### src/rtl/load_store_unit.sv
// Load/store unit between a CPU request/response port and a word-wide data memory.
// Sub-word stores use a read-modify-write sequence; misaligned or out-of-range requests answer with an error.
module load_store_unit #(
    parameter logic [31:0] BASE_ADDR    = 32'h10010000,
    parameter int          MEMORY_DEPTH = 64
) (
    input  logic        clk,
    input  logic        reset,
    input  logic        req_valid_i,
    output logic        req_ready_o,
    input  logic        req_write_i,
    input  logic [1:0]  req_size_i,
    input  logic        req_unsigned_i,
    input  logic [31:0] req_addr_i,
    input  logic [31:0] req_wdata_i,
    output logic        resp_valid_o,
    input  logic        resp_ready_i,
    output logic [31:0] resp_rdata_o,
    output logic        resp_error_o,
    output logic [31:0] mem_addr_o,
    output logic [31:0] mem_wdata_o,
    output logic        mem_we_o,
    input  logic [31:0] mem_rdata_i
);

    typedef enum logic [2:0] {
        IDLE,
        ACCESS,
        RMW_READ,
        RMW_WRITE,
        RESP
    } state_t;

    localparam logic [1:0] SIZE_BYTE = 2'b00;
    localparam logic [1:0] SIZE_HALF = 2'b01;
    localparam logic [1:0] SIZE_WORD = 2'b10;

    // One past the last valid byte; 33 bits so the sum cannot wrap.
    localparam logic [32:0] ADDR_END = {1'b0, BASE_ADDR} + 33'(4 * MEMORY_DEPTH);

    state_t      state;
    state_t      state_next;

    logic        cap_write;
    logic [1:0]  cap_size;
    logic        cap_unsigned;
    logic [31:0] cap_addr;
    logic [31:0] cap_wdata;
    logic [31:0] merge_q;
    logic [31:0] rdata_q;
    logic        error_q;

    logic        accept;
    logic        accept_error;
    logic [31:0] word_addr;

    function automatic logic req_error(input logic [1:0] size, input logic [31:0] addr);
        logic bad_align;
        case (size)
            SIZE_BYTE: bad_align = 1'b0;
            SIZE_HALF: bad_align = addr[0];
            SIZE_WORD: bad_align = |addr[1:0];
            default:   bad_align = 1'b1;
        endcase
        return bad_align || ({1'b0, addr} < {1'b0, BASE_ADDR}) || ({1'b0, addr} >= ADDR_END);
    endfunction

    // Little-endian lane pick, then sign or zero extension.
    function automatic logic [31:0] load_extract(input logic [31:0] word, input logic [1:0] size,
                                                 input logic [1:0] offset, input logic uns);
        logic [31:0] shifted;
        logic [7:0]  b;
        logic [15:0] h;
        shifted = word >> {offset, 3'b000};
        b = shifted[7:0];
        h = shifted[15:0];
        case (size)
            SIZE_BYTE: return uns ? {24'h0, b} : {{24{b[7]}}, b};
            SIZE_HALF: return uns ? {16'h0, h} : {{16{h[15]}}, h};
            default:   return word;
        endcase
    endfunction

    function automatic logic [31:0] store_merge(input logic [31:0] word, input logic [31:0] wdata,
                                                input logic [1:0] size, input logic [1:0] offset);
        logic [31:0] mask;
        logic [31:0] data;
        if (size == SIZE_BYTE) begin
            mask = 32'h0000_00FF;
            data = {24'h0, wdata[7:0]};
        end else begin
            mask = 32'h0000_FFFF;
            data = {16'h0, wdata[15:0]};
        end
        mask = mask << {offset, 3'b000};
        data = data << {offset, 3'b000};
        return (word & ~mask) | data;
    endfunction

    assign accept       = (state == IDLE) && req_valid_i;
    assign accept_error = req_error(req_size_i, req_addr_i);
    assign word_addr    = {cap_addr[31:2], 2'b00};

    always_ff @(posedge clk or posedge reset) begin
        if (reset) begin
            state <= IDLE;
        end else begin
            state <= state_next;
        end
    end

    // Request capture and data path registers; only meaningful while the FSM is busy.
    always_ff @(posedge clk) begin
        if (accept) begin
            cap_write    <= req_write_i;
            cap_size     <= req_size_i;
            cap_unsigned <= req_unsigned_i;
            cap_addr     <= req_addr_i;
            cap_wdata    <= req_wdata_i;
            error_q      <= accept_error;
            rdata_q      <= '0;
        end
        if (state == ACCESS && !cap_write) begin
            rdata_q <= load_extract(mem_rdata_i, cap_size, cap_addr[1:0], cap_unsigned);
        end
        if (state == RMW_READ) begin
            merge_q <= mem_rdata_i;
        end
    end

    always_comb begin
        state_next = state;
        case (state)
            IDLE: begin
                if (req_valid_i) begin
                    if (accept_error) begin
                        state_next = RESP;
                    end else if (!req_write_i || req_size_i == SIZE_WORD) begin
                        state_next = ACCESS;
                    end else begin
                        state_next = RMW_READ;
                    end
                end
            end
            ACCESS:    state_next = RESP;
            RMW_READ:  state_next = RMW_WRITE;
            RMW_WRITE: state_next = RESP;
            RESP: begin
                if (resp_ready_i) begin
                    state_next = IDLE;
                end
            end
            default:   state_next = IDLE;
        endcase
    end

    // Every output is decoded from the state register so reset clears them at once.
    always_comb begin
        req_ready_o  = 1'b0;
        resp_valid_o = 1'b0;
        resp_rdata_o = '0;
        resp_error_o = 1'b0;
        mem_addr_o   = BASE_ADDR;
        mem_wdata_o  = '0;
        mem_we_o     = 1'b0;
        case (state)
            IDLE: req_ready_o = 1'b1;
            ACCESS: begin
                mem_addr_o = word_addr;
                if (cap_write) begin
                    mem_we_o    = 1'b1;
                    mem_wdata_o = cap_wdata;
                end
            end
            RMW_READ: mem_addr_o = word_addr;
            RMW_WRITE: begin
                mem_addr_o  = word_addr;
                mem_we_o    = 1'b1;
                mem_wdata_o = store_merge(merge_q, cap_wdata, cap_size, cap_addr[1:0]);
            end
            RESP: begin
                resp_valid_o = 1'b1;
                resp_error_o = error_q;
                resp_rdata_o = error_q ? '0 : rdata_q;
            end
            default: ;
        endcase
    end

endmodule

### config.mk
export PLATFORM = sky130hd
export DESIGN_NAME = load_store_unit
export DESIGN_NICKNAME = d
export VERILOG_FILES = /design/src/rtl/load_store_unit.sv
export SDC_FILE = /design/constraint.sdc
export NUM_CORES = 1
export LEC_CHECK = 0
export CAP_MARGIN = 20
export CORE_ASPECT_RATIO = 1.4
export CORE_MARGIN = 4
export CORE_UTILIZATION = 47
export DETAILED_ROUTE_END_ITERATION = 8
export PLACE_DENSITY_LB_ADDON = 0.25
export SLEW_MARGIN = 20
export SYNTH_ARGS = -nofsm -noshare
export SYNTH_HDL_FRONTEND = slang
export SYNTH_SLANG_ARGS = --single-unit
### constraint.sdc
create_clock -name clk -period 7.55 [get_ports clk]
set_input_delay 2.265 -clock clk [delete_from_list [all_inputs] [get_ports clk]]
set_output_delay 2.265 -clock clk [all_outputs]
set_load 0.02 [all_outputs]
### Word-level counts from Yosys, hierarchy flattened

Cells that the tools add are included.

* bits in registers: 136
* output and inout port bits: 100
* logic and storage cells: 66

* magnitude comparators: 2
* eq/ne operators: 9
* shift-type cells: 3
* multiplexer cells: 25
* bitwise logic cells: 3
* reduce and logical (&&, ||, !) cells: 15

Operator list (count)
* $mux 32: 10
* $pmux 32 s2: 2
* $shl 32x5->32: 2
* $and 32x32->32: 1
* $ge 32x29->1 const B: 1
* $lt 32x29->1 const B: 1
* $mux 16: 2
* $not 32->32: 1
* $or 32x32->32: 1
* $shr 32x5->16: 1
* $pmux 3 s4: 1
* $mux 3: 3
* $eq 3x2->1 const B: 2
* $eq 2x1->1 const B: 2
* $logic_not 2->1: 2
* $mux 1: 4
* $ne 2x2->1 const B: 2
* $reduce_or 2->1: 2
* $eq 3x1->1 const B: 1
* $eq 3x3->1 const B: 1
* $logic_not 3->1: 1
* $logic_or 1x1->1: 3
* $pmux 1 s3: 1
* $reduce_or 3->1: 1
* 7 further kinds: 9

### Longest topological paths before layout

* depth in word-level cells: 8
* depth in mapped cells: 7

### Worst setup path after synthesis

OpenSTA, ideal clock, no wires.

* path type: flip-flop to output port
* from: reg state[0]
* to: out mem_addr_o[10]
* arrival: 3.944 ns
* data required time: 5.285 ns
* setup slack: 1.341 ns
* stages on the path, launching flop included: 6
* buffers on the path: 2
* path through: dfrtp_1 > buf_2 > nor3b_1 > and2b_1 > buf_2 > nor2b_1

* longest elaborated chain between the ends: 3
* elaborated cells between the ends (all ways): 5
* classes of those cells: eq/ne: 3; mux: 1; reduce/logical: 1

RTL lines
* start: declaration: RTL line 41 `state_t state;`
* start signal: assignment: RTL line 108 `state <= state_next;`
* $eq 3x1->1 / $eq 3x2->1 (equally long branches): RTL line 166 `case (state)`
* $reduce_or 3->1 (no line) *
* $mux 32 *: RTL line 166
* end: declaration: RTL line 20 `output logic [31:0] mem_addr_o,`

Mark *: on every way between the ends. The rest lies on a longest branch, timed or not.

### Worst setup path after layout

* from: reg cap_addr[1]
* to: out mem_wdata_o[18]

* longest elaborated chain between the ends: 5
* elaborated cells between the ends (all ways): 6
* classes of those cells: shift: 2; mux: 1; bitwise: 3

RTL lines
* start: declaration: RTL line 47 `logic [31:0] cap_addr;`
* start signal: assignment: RTL line 118 `cap_addr <= req_addr_i;`
* $shl 32x5->32: RTL line 95 `mask = mask << {offset, 3'b000};`
* $not 32->32: RTL line 97 `return (word & ~mask) | data;`
* $and 32x32->32: RTL line 97
* $or 32x32->32 *: RTL line 97
* $pmux 32 s2 *: RTL line 166
* end: declaration: RTL line 21 `output logic [31:0] mem_wdata_o,`

Marks and branches as above.

==> results.json <==
{
  "numPortBuffers": 201,
  "clock_skew_ps": 6.627,
  "nFillCells": 1045,
  "synth_most_common_cell": "edfxtp_1",
  "synth_compound_area_share_pct": 15.40,
  "seqPwrFrac_pct": 47.1,
  "syn_avg_cell_area_um2": 12.89,
  "yosys.area_share.simple_pct": 14.05,
  "ctsHtreeMaxLevel": 4,
  "grt_pass1_vias": 5064,
  "ys_seq_area_share_pct": 63.63,
  "hold_violations": 0,
  "path_class": "flip-flop to output port",
  "drt-pass1-iter-count": 6,
  "cts_hold_buf": 0,
  "finish.net_count": 793,
  "yosys_warnings": 0,
  "post-route-min-period_ps": 5736,
  "status": "finished clean",
  "place.gp.congestion": 0.8839,
  "cts_buffers": 17,
  "dieArea_um2": 15560,
  "cts_setup_buffers": 0,
  "worstSkewPairLatency_ps": 410,
  "power_frac_comb_pct": 9.0,
  "period_share_pct": 75.98,
  "setup_viol_count_final": 0,
  "whs_ps": 858.3,
  "wl_per_cell_um": 20.07,
  "wl_um": 17740,
  "io_pins": 204,
  "drv_slew": 0,
  "grt_pass1_wl_um": 27300,
  "p_clk_share_pct": 44.0,
  "powerDensity_nw_per_um2": 209.7,
  "track_usage_pct": 22.99,
  "synth-edff-count": 133,
  "yosys.cell_types.count": 51,
  "cts_tree": "done",
  "synth_top_family_by_area": "compound AO/OA/AOI/OAI gates",
  "synth.area.top_cells": "edfxtp_1 62%, nor2b_1 3.9%, and2_1 3.4%",
  "synth-main-ff-cell": "edfxtp_1",
  "synth.ff_latch_count": 136,
  "synth_commonest_cells": "133 x edfxtp_1, 40 x nor2b_1, 35 x and2_1",
  "cp-end-kind": "output port",
  "die-width_um": 106.6,
  "dieHeight_um": 146.0,
  "min_path_type": "flip-flop to flip-flop",
  "synth_cells": 496,
  "synth_top_cell_area_share_pct": 62.45,
  "synth_mux_area_share_pct": 3.346,
  "clk_pin_slew_ps": 60,
  "diodes": 0,
  "initial_core_util_pct": 47.77,
  "postRouteAntennaNets": 0,
  "cts_root_buf": "clkbuf_16",
  "num_rows": 50,
  "crit_fanout": 32,
  "synthArstFlopShare_pct": 2.206,
  "synth_adder_area_share_pct": 0,
  "vias": 4858,
  "grt_max_degree": 61,
  "synthXorXnorAreaFrac_pct": 0,
  "p_sw_uw": 429.4,
  "p_sw_share_pct": 22.46,
  "grt.overflow.total": 0,
  "cts_buffer_depth": 2,
  "startpoint_type": "flip-flop",
  "internal-power_mw": 1.482,
  "max_freq_mhz": 174.3,
  "first_iter_violations": 338,
  "drive_above_1_share_pct": 10.40,
  "dp_hpwl_um": 13200,
  "coreArea_um2": 13390,
  "drc": 0,
  "final.setup.tns_ps": 0,
  "rsz0062_at_grt": "false",
  "syn_area_um2": 6395,
  "antenna_found_initial": 0,
  "slew_headroom_pct": 28.18,
  "cap_violations": 0,
  "cts_resized": 0,
  "ir_worst_vdd_uv": 215.6,
  "arrival_ps": 3470,
  "viasPerCell": 5.495,
  "worstMarginPinSlew_ps": 1075,
  "synth.largest_area_cell": "edfxtp_1",
  "p_leak_nw": 3.269,
  "cts_sinks": 136,
  "cp.required_ps": 5290,
  "area_delta_synth_final_pct": 42.56
}
through the flow:
stage	power [mW]	area (um2)	instances	worst slack, ps	utilization (%)
after global routing	1.980	9116	884	1550	68.09
after CTS	1.923	9116	884	1812	68.09
after floorplan	0.9908	6399	497	1341	-
final	1.911	9116	884	1814	68.09
after global placement	1.081	8516	852	2358	63.61
after detailed placement	1.086	8516	852	2271	63.61
worst max-delay path, cell delays in order, from the launching register on:
cell	delay [ps]
edfxtp_1	1000
nor2b_1	940
a32o_1	230
a21oi_1	50
o21ai_0	170
clkdlybuf4s50_1	670
flip-flops by register name, indices dropped and copies added (netlist names):
signal	cells
cap_addr	32
cap_size	2
cap_unsigned	1
cap_wdata	32
cap_write	1
error_q	1
merge_q	32
rdata_q	32
state	3
power by group through the flow:
stage / logic (mW) / registers (mW) / clock network [mW]
floorplan: 0.0858 / 0.905 / 0
global placement: 0.167 / 0.914 / 0
detailed placement: 0.170 / 0.916 / 0
CTS: 0.171 / 0.900 / 0.851
global route: 0.183 / 0.904 / 0.894
finish: 0.171 / 0.900 / 0.840
area by class of cell:
class / instances / area, um2 / share of cell area (%)
multi-input combinational: 315 / 2121 / 23.26
clock inverter: 15 / 175.2 / 1.921
sequential: 136 / 4069 / 44.63
inverter: 13 / 48.80 / 0.5353
clock buffer: 17 / 425.4 / 4.666
tap: 182 / 227.7 / 2.498
timing repair buffer: 206 / 2049 / 22.48
routing by layer:
layer | wire, um | global-route usage (%) | up-vias
li1 | - | - | 2257
met1 | 6303 | 25.75 | 2303
met2 | 9120 | 39.72 | 251
met3 | 1623 | 7.032 | 47
met4 | 690 | 10.68 | 0
met5 | 0 | 0 | -
logic make-up (layout without fill, tap and decap cells):
family                 Yosys count  in the layout
and+or+nand+nor                160            160
DFF                            136            136
AOI/OAI and AO/OA              134            134
buffers and inverters           46            251
muxes                           19             19
other                            1              2
worst paths after layout:
| path | start | endpoint | slack (ps) | cells after the start |
|---|---|---|---|---|
| min in group asynchronous | reset | state[2]$_DFFE_PP0P_ | 2040 | 2 |
| max | cap_addr[1]$_DFFE_PP_ | mem_wdata_o[18] | 1810 | 5 |
| max in group asynchronous | reset | state[1]$_DFFE_PP0P_ | 5380 | 2 |
| min | cap_write$_DFFE_PP_ | rdata_q[2]$_SDFFCE_PN0P_ | 860 | 2 |
| max reg2reg | cap_addr[1]$_DFFE_PP_ | rdata_q[24]$_SDFFCE_PN0P_ | 4510 | 4 |
| min reg2reg | cap_write$_DFFE_PP_ | rdata_q[2]$_SDFFCE_PN0P_ | 860 | 2 |
layout by cell type (no fill, tap or decap), drive strengths merged, types with 6 or more instances in the layout:
cell type and n:
a21o 26, nor2b 40, clkbuf 17, a22o 6
inv 16, o221a 7, edfxtp 133, nand2b 10
mux2 9, a221oi 8, clkinv 7, o31ai 8
mux2i 9, a22oi 10, a32o 8, a21oi 23
clkdlybuf4s50 201, o21ai 27, nand2 25, and2 35
nor2 27
No activity file was read; power rests on OpenSTA's default activity.
